`src/rtl/instr_receiver_mc_if.sv`:
```
// rtl/instr_receiver_mc_if.sv - source handshake, FIFO write and iseq completion bundle
interface instr_receiver_mc_if #(
    parameter int INSTR_W   = 32,
    parameter int NUM_SRC   = 2,
    parameter int NUM_FIFOS = 2,
    parameter int LEN_W     = 10
);
    logic                       dispatcher_ready;
    logic                       rdback_fifo_empty;
    logic [NUM_SRC-1:0]         src_en;
    logic [NUM_SRC-1:0]         src_ack;
    logic [NUM_SRC*INSTR_W-1:0] src_instr;
    logic [NUM_FIFOS-1:0]       fifo_en;
    logic [INSTR_W-1:0]         fifo_data;
    logic [NUM_FIFOS-1:0]       fifo_full;
    logic [INSTR_W-1:0]         issued_instr;
    logic [NUM_SRC-1:0]         issued_src;
    logic                       process_iseq;
    logic [NUM_SRC-1:0]         process_iseq_src;
    logic [LEN_W-1:0]           iseq_len;
    logic                       iseq_overflow;

    modport master (
        output dispatcher_ready, rdback_fifo_empty, src_en, src_instr, fifo_full,
        input  src_ack, fifo_en, fifo_data, issued_instr, issued_src,
        input  process_iseq, process_iseq_src, iseq_len, iseq_overflow
    );

    modport slave (
        input  dispatcher_ready, rdback_fifo_empty, src_en, src_instr, fifo_full,
        output src_ack, fifo_en, fifo_data, issued_instr, issued_src,
        output process_iseq, process_iseq_src, iseq_len, iseq_overflow
    );
endinterface

```
`src/rtl/instr_receiver_mc.sv`:
```
// rtl/instr_receiver_mc.sv - multi-source iseq receiver, round-robin FIFO writer
// Optional INSTR_RECV_RR_ARB_EN: round-robin start arbitration (default fixed priority).
module instr_receiver_mc #(
    parameter int                 INSTR_W      = 32,
    parameter int                 NUM_SRC      = 2,
    parameter int                 NUM_FIFOS    = 2,
    parameter logic [3:0]         END_OPCODE   = 4'h4,
    parameter logic [NUM_SRC-1:0] FWD_END_MASK = NUM_SRC'(1),
    parameter int                 LEN_W        = 10
) (
    input logic              clk,
    input logic              rst,
    instr_receiver_mc_if.slave bus
);
    localparam int SIW = (NUM_SRC > 1) ? $clog2(NUM_SRC) : 1;
    localparam int FIW = (NUM_FIFOS > 1) ? $clog2(NUM_FIFOS) : 1;
    localparam logic [0:0] S_IDLE = 1'b0;
    localparam logic [0:0] S_BUSY = 1'b1;
    localparam logic [LEN_W-1:0] LEN_MAX = '1;

    logic [0:0]         state;
    logic [SIW-1:0]     owner;
    logic [SIW-1:0]     win_idx;
    logic [SIW-1:0]     acc_idx;
    logic               win_found;
    logic [FIW-1:0]     ptr;
    logic [LEN_W-1:0]   len_cnt;
    logic [LEN_W-1:0]   len_inc;
    logic               rdback_empty_r;
    logic               any_full;
    logic               start;
    logic               acc;
    logic               acc_end;
    logic               acc_fwd;
    logic [INSTR_W-1:0] acc_word;
`ifdef INSTR_RECV_RR_ARB_EN
    logic [SIW-1:0]     rr_base;
`endif

    assign any_full = |bus.fifo_full;
    // process_iseq blocks a new start so the dispatcher sees one completion per iseq
    assign start = (state == S_IDLE) && bus.dispatcher_ready && !bus.process_iseq &&
                   rdback_empty_r && !any_full && (|bus.src_en);

    always_comb begin
        int idx;
        idx       = 0;
        win_idx   = '0;
        win_found = 1'b0;
        for (int k = 0; k < NUM_SRC; k++) begin
`ifdef INSTR_RECV_RR_ARB_EN
            idx = (int'(rr_base) + k) % NUM_SRC;
`else
            idx = k;
`endif
            if (!win_found && bus.src_en[idx]) begin
                win_found = 1'b1;
                win_idx   = SIW'(idx);
            end
        end
    end

    always_comb begin
        bus.src_ack = '0;
        if (start)
            bus.src_ack[win_idx] = 1'b1;
        else if (state == S_BUSY && !any_full)
            bus.src_ack[owner] = bus.src_en[owner];
    end

    assign acc      = |bus.src_ack;
    assign acc_idx  = (state == S_IDLE) ? win_idx : owner;
    assign acc_word = bus.src_instr[int'(acc_idx)*INSTR_W +: INSTR_W];
    assign acc_end  = acc && (acc_word[INSTR_W-1 -: 4] == END_OPCODE);
    assign acc_fwd  = acc && (!acc_end || FWD_END_MASK[acc_idx]);
    assign len_inc  = (len_cnt == LEN_MAX) ? LEN_MAX : len_cnt + 1'b1;

    assign bus.issued_instr = bus.fifo_data;

    always_ff @(posedge clk) begin
        if (rst) begin
            state                <= S_IDLE;
            owner                <= '0;
            ptr                  <= '0;
            len_cnt              <= '0;
            rdback_empty_r       <= 1'b1;
            bus.fifo_en          <= '0;
            bus.fifo_data        <= '0;
            bus.issued_src       <= '0;
            bus.process_iseq     <= 1'b0;
            bus.process_iseq_src <= '0;
            bus.iseq_len         <= '0;
            bus.iseq_overflow    <= 1'b0;
`ifdef INSTR_RECV_RR_ARB_EN
            rr_base              <= '0;
`endif
        end else begin
            rdback_empty_r       <= bus.rdback_fifo_empty;
            bus.fifo_en          <= '0;
            bus.fifo_data        <= '0;
            bus.issued_src       <= '0;
            bus.process_iseq     <= acc_end;
            bus.process_iseq_src <= '0;
            if (bus.process_iseq)
                ptr <= '0;
            if (acc_fwd) begin
                bus.fifo_en    <= NUM_FIFOS'(1) << ptr;
                bus.fifo_data  <= acc_word;
                bus.issued_src <= NUM_SRC'(1) << acc_idx;
                ptr            <= (ptr == FIW'(NUM_FIFOS - 1)) ? '0 : ptr + 1'b1;
                len_cnt        <= len_inc;
                if (len_inc == LEN_MAX)
                    bus.iseq_overflow <= 1'b1;
            end
            if (acc_end) begin
                // dropped END words do not count toward the length
                bus.process_iseq_src <= NUM_SRC'(1) << acc_idx;
                bus.iseq_len         <= acc_fwd ? len_inc : len_cnt;
                len_cnt              <= '0;
                state                <= S_IDLE;
`ifdef INSTR_RECV_RR_ARB_EN
                rr_base <= (acc_idx == SIW'(NUM_SRC - 1)) ? '0 : acc_idx + 1'b1;
`endif
            end else if (start) begin
                state <= S_BUSY;
                owner <= win_idx;
            end
        end
    end
endmodule

```
`src/flat_wrapper.sv`:
```
// flat-port wrapper written by rule: the top's interface ports become plain ports
module instr_receiver_mc_flat 
#(
    parameter int                 INSTR_W      = 32,
    parameter int                 NUM_SRC      = 2,
    parameter int                 NUM_FIFOS    = 2,
    parameter logic [3:0]         END_OPCODE   = 4'h4,
    parameter logic [NUM_SRC-1:0] FWD_END_MASK = NUM_SRC'(1),
    parameter int                 LEN_W        = 10
)
  (clk, rst, bus_dispatcher_ready, bus_rdback_fifo_empty, bus_src_en, bus_src_instr, bus_fifo_full, bus_src_ack, bus_fifo_en, bus_fifo_data, bus_issued_instr, bus_issued_src, bus_process_iseq, bus_process_iseq_src, bus_iseq_len, bus_iseq_overflow);
  instr_receiver_mc_if #(.INSTR_W(INSTR_W), .NUM_SRC(NUM_SRC), .NUM_FIFOS(NUM_FIFOS), .LEN_W(LEN_W)) bus_i ();
  input logic clk;
  input logic rst;
  input wire logic [$bits(bus_i.dispatcher_ready)-1:0] bus_dispatcher_ready;
  input wire logic [$bits(bus_i.rdback_fifo_empty)-1:0] bus_rdback_fifo_empty;
  input wire logic [$bits(bus_i.src_en)-1:0] bus_src_en;
  input wire logic [$bits(bus_i.src_instr)-1:0] bus_src_instr;
  input wire logic [$bits(bus_i.fifo_full)-1:0] bus_fifo_full;
  output wire logic [$bits(bus_i.src_ack)-1:0] bus_src_ack;
  output wire logic [$bits(bus_i.fifo_en)-1:0] bus_fifo_en;
  output wire logic [$bits(bus_i.fifo_data)-1:0] bus_fifo_data;
  output wire logic [$bits(bus_i.issued_instr)-1:0] bus_issued_instr;
  output wire logic [$bits(bus_i.issued_src)-1:0] bus_issued_src;
  output wire logic [$bits(bus_i.process_iseq)-1:0] bus_process_iseq;
  output wire logic [$bits(bus_i.process_iseq_src)-1:0] bus_process_iseq_src;
  output wire logic [$bits(bus_i.iseq_len)-1:0] bus_iseq_len;
  output wire logic [$bits(bus_i.iseq_overflow)-1:0] bus_iseq_overflow;
  assign bus_i.dispatcher_ready = bus_dispatcher_ready;
  assign bus_i.rdback_fifo_empty = bus_rdback_fifo_empty;
  assign bus_i.src_en = bus_src_en;
  assign bus_i.src_instr = bus_src_instr;
  assign bus_i.fifo_full = bus_fifo_full;
  assign bus_src_ack = bus_i.src_ack;
  assign bus_fifo_en = bus_i.fifo_en;
  assign bus_fifo_data = bus_i.fifo_data;
  assign bus_issued_instr = bus_i.issued_instr;
  assign bus_issued_src = bus_i.issued_src;
  assign bus_process_iseq = bus_i.process_iseq;
  assign bus_process_iseq_src = bus_i.process_iseq_src;
  assign bus_iseq_len = bus_i.iseq_len;
  assign bus_iseq_overflow = bus_i.iseq_overflow;
  instr_receiver_mc #(.INSTR_W(INSTR_W), .NUM_SRC(NUM_SRC), .NUM_FIFOS(NUM_FIFOS), .END_OPCODE(END_OPCODE), .FWD_END_MASK(FWD_END_MASK), .LEN_W(LEN_W)) u_core (.clk(clk), .rst(rst), .bus(bus_i));
endmodule
```
`config.mk`:
```
export PLATFORM = sky130hd
export DESIGN_NAME = instr_receiver_mc_flat
export DESIGN_NICKNAME = d
export VERILOG_FILES = /design/src/rtl/instr_receiver_mc_if.sv /design/src/rtl/instr_receiver_mc.sv /design/src/flat_wrapper.sv
export SDC_FILE = /design/constraint.sdc
export NUM_CORES = 1
export LEC_CHECK = 0
export ABC_CLOCK_PERIOD_IN_PS = 2300
export CORE_ASPECT_RATIO = 0.6
export CORE_UTILIZATION = 39
export CTS_BUF_LIST = sky130_fd_sc_hd__clkbuf_4
export DETAILED_ROUTE_END_ITERATION = 10
export HOLD_SLACK_MARGIN = 0.06
export MAX_ROUTING_LAYER = met4
export PLACE_DENSITY = 0.92
export REMOVE_ABC_BUFFERS = 1
export SYNTH_ARGS = -nofsm -noshare
export SYNTH_HDL_FRONTEND = slang
export SYNTH_SLANG_ARGS = --single-unit
```
`constraint.sdc`:
```
create_clock -name clk -period 2.3 [get_ports clk]
set_clock_uncertainty 0.2 [all_clocks]
set_input_delay 0.46 -clock clk [delete_from_list [all_inputs] [get_ports clk]]
set_output_delay 0.46 -clock clk [all_outputs]
set_load 0.005 [all_outputs]
```
==> summary.md <==
| Metric | Value |
|---|---|
| Lkg Pwr | `around 1.7 nW` |
| Clk pwr share | `about 35%` |
| Final setup vio count | `0` |
| Worst-Margin Slew | `slightly above 0.5 ns` |
| Reg2reg path depth | `8` |
| Detailed Routing Iterations Pass 1 | `6` |
| CORE AREA | `roughly 6700 sq um` |
| Asr flop ratio synth | `0%` |
| Die height | `66.8 um` |
| CP startpoint kind | `input pin` |
| Power density over cell area | `roughly 500 nW/um^2` |
| Nets@finish | `just under 500` |
| Post-synthesis cell type with the largest combined area | `dfxtp_1` |
| I/O pin count | `around 160` |
| Routed WL | `8.37 mm` |
| Status | `completed` |
| Final min period | `approximately 2.3 ns` |
| Top cells by area, synth | `dfxtp_1, a22o_1, buf_4` |
| Peak VDD IR | `roughly 0.00028 V` |
| RSZ-0062 raised after global routing | `false` |
| Fmax | `436 MHz` |
| Max Slew Vio Count | `0` |
| Initial core utilization | `roughly two fifths` |
| Final HPWL DP | `6.52 mm` |
| Synthesized area per cell | `just over 10 sq um` |
| Worst slew margin | `around 65%` |
| Fill count | `about 560` |
| Syn Inst Count | `267` |
| TritonCTS Buffers | `9` |
| Setup CP Type | `in2reg` |
| Antenna violations before repair | `0` |
| Worst Path Arrival | `between 2 and 2.5 ns` |
| I/O Buffers | `155` |
| Worst-path clk slew | `around 0.10 ns` |
| Commonest non-fill, non-tap cell in the layout | `clkdlybuf4s50_1` |
| Fin crit share | `about 100%` |
| Hold WS | `approximately 0.22 ns` |
| Via Count | `roughly 2500` |
| Die ar. | `7340 sq um` |
| Switching Fraction | `a little under a quarter` |
| Setup TNS | `0 ns` |
| Fin util | `66.0%` |
| Final setup margin | `between 0.004 and 0.005 ns` |
| Net Sw Power | `a little over 500 uW` |
| Row count | `23` |
| CTS tree | `done` |
| Worst-Skew Late Latency | `~0.4 ns` |
| Crit path required time | `2.38 ns` |
| Vias/cell | `between 5 and 6` |
| Post-synth EDFFs | `0` |
| Placer Congestion | `~0.96` |
| Top_reg_cell synth | `dfxtp_1` |
| Die W | `~110 um` |
| Crit end category | `register` |
| Worst slack, placed | `-0.454 ns` |
| Mapped Area | `2730 sq um` |
| ANT nets after route | `0` |
| Ys Warns | `0` |
| Max Cap Viol | `0` |
| Hold Path Stages | `1` |
| Synth unique cells | `50` |
| CTS root buf | `clkbuf_4` |
| Vias in the first global route | `2389` |
| Diodes inserted | `0` |
| Gate power share | `12.7%` |
| GRT Util Overall | `between 20% and 30%` |
| Most frequent cells in the layout | `clkdlybuf4s50_1, dfxtp_1, a22o_1` |
| Internal power | `~1.6 mW` |
| Yosys reg bits | `64` |
| Post-synth top area share | `47.0%` |
| Global-route wire length before repair | `about 12 mm` |
| WL/cell | `16.6 um` |
| Largest net degree at the start of global routing | `30` |
| Share of cells above drive strength 1 | `14.4%` |
| HP Class | `reg2reg` |
| Seq pwr share | `roughly 53%` |
| Pwr Total | `roughly 2.1 mW` |
| # clock sinks | `between 60 and 70` |
| Grt ovf | `0` |
| Critical path fanouts, max | `7` |
| Area delta synth->final | `62.2%` |
| Deepest clock path buffer count | `2` |
| Sequential fraction of the synthesis area | `47.0%` |
| Drc violations | `0` |
| DR iter-0 viols | `140` |
| H-tree levels | `3` |
| Hold Fails Final Rpt | `0` |
==> final cells by class <==
type                       instances  area, sq um  area share (%)
sequential                        64         1280            29.0
timing repair buffer             179         1760            39.7
inverter                           8         30.0           0.679
clock buffer                      10         75.1            1.70
tap                               87          109            2.46
multi-input combinational        149         1110            25.1
clock inverter                     6         60.1            1.36
==> flip-flops by register name, indices dropped and copies added (netlist names) <==
name                         flops
u_core.bus.fifo_data            32
u_core.bus.issued_src            2
u_core.bus.process_iseq          1
u_core.ptr                       1
u_core.bus.iseq_len             10
u_core.bus.fifo_en               2
u_core.len_cnt                  10
u_core.rdback_empty_r            1
u_core.bus.process_iseq_src      2
u_core.state                     1
u_core.owner                     1
u_core.bus.iseq_overflow         1
==> what timing repair did <==
action,4_1_cts,5_1_grt
hold buffers,0,0
resized for setup,8,9
pin swaps,1,1
setup endpoints to repair,3,45
setup buffers,2,1
==> power by group through the flow <==
stage | clock [mW] | sequential [mW] | combinational, mW
2_1_floorplan | 0 | 1.16 | 0.0559
3_3_place_gp | 0 | 1.16 | 0.252
3_5_place_dp | 0 | 1.16 | 0.259
4_1_cts | 0.769 | 1.13 | 0.264
5_1_grt | 0.814 | 1.13 | 0.289
6_report | 0.744 | 1.13 | 0.272
==> synth_stat cells, types with 3 or more instances <==
library cell,count
o32ai_2,3
inv_1,7
dfxtp_1,64
buf_2,3
o21ai_0,7
a21o_1,3
and3_1,6
a31oi_1,3
nor3_1,5
nand2_1,15
nand3_1,3
buf_4,35
and2_1,5
a22o_1,32
nor2_1,15
buf_6,5
a21oi_1,14
==> stage by stage <==
step	instance area, sq um	cells
global route	4420	503
floorplan	2380	221
CTS	4380	502
finish	4420	503
detailed placement	4230	484
global placement	4230	484
==> worst max-delay path: stages <==
cell and delay (ns):
clkdlybuf4s50_1 0.43, nor4b_1 0.52, buf_4 0.21, o21ai_2 0.12
o31ai_4 0.15, a21o_1 0.36, o32ai_2 0.13
==> cell families after synthesis <==
family                     synth area share [%]
AOI/OAI and AO/OA                          22.1
and+or+nand+nor                            15.2
DFF                                        47.0
buffers and inverters                      13.8
muxes                                      1.15
xor gates and xnor gates                  0.321
adders and majority gates                 0.459
==> routing by layer <==
metal / up-vias / part of all wire (%) / track usage [%]
li1: 1223 / - / -
met1: 1189 / 44 / 29.2
met2: 109 / 47 / 35.2
met3: 10 / 7.9 / 5.77
met4: 0 / 0.91 / 8.17
met5: - / 0 / -
==> worst paths after layout <==
| path | startpoint | end | slack [ns] |
|---|---|---|---|
| setup / recovery | bus_src_instr[63] | u_core.bus.iseq_len[5] | 0.004 |
| hold / removal | u_core.ptr | u_core.bus.fifo_en[0] | 0.22 |
| setup reg to reg | u_core.state | u_core.bus.fifo_data[17] | 0.10 |
| hold reg to reg | u_core.ptr | u_core.bus.fifo_en[0] | 0.22 |
No activity file was read; power rests on OpenSTA's default activity.
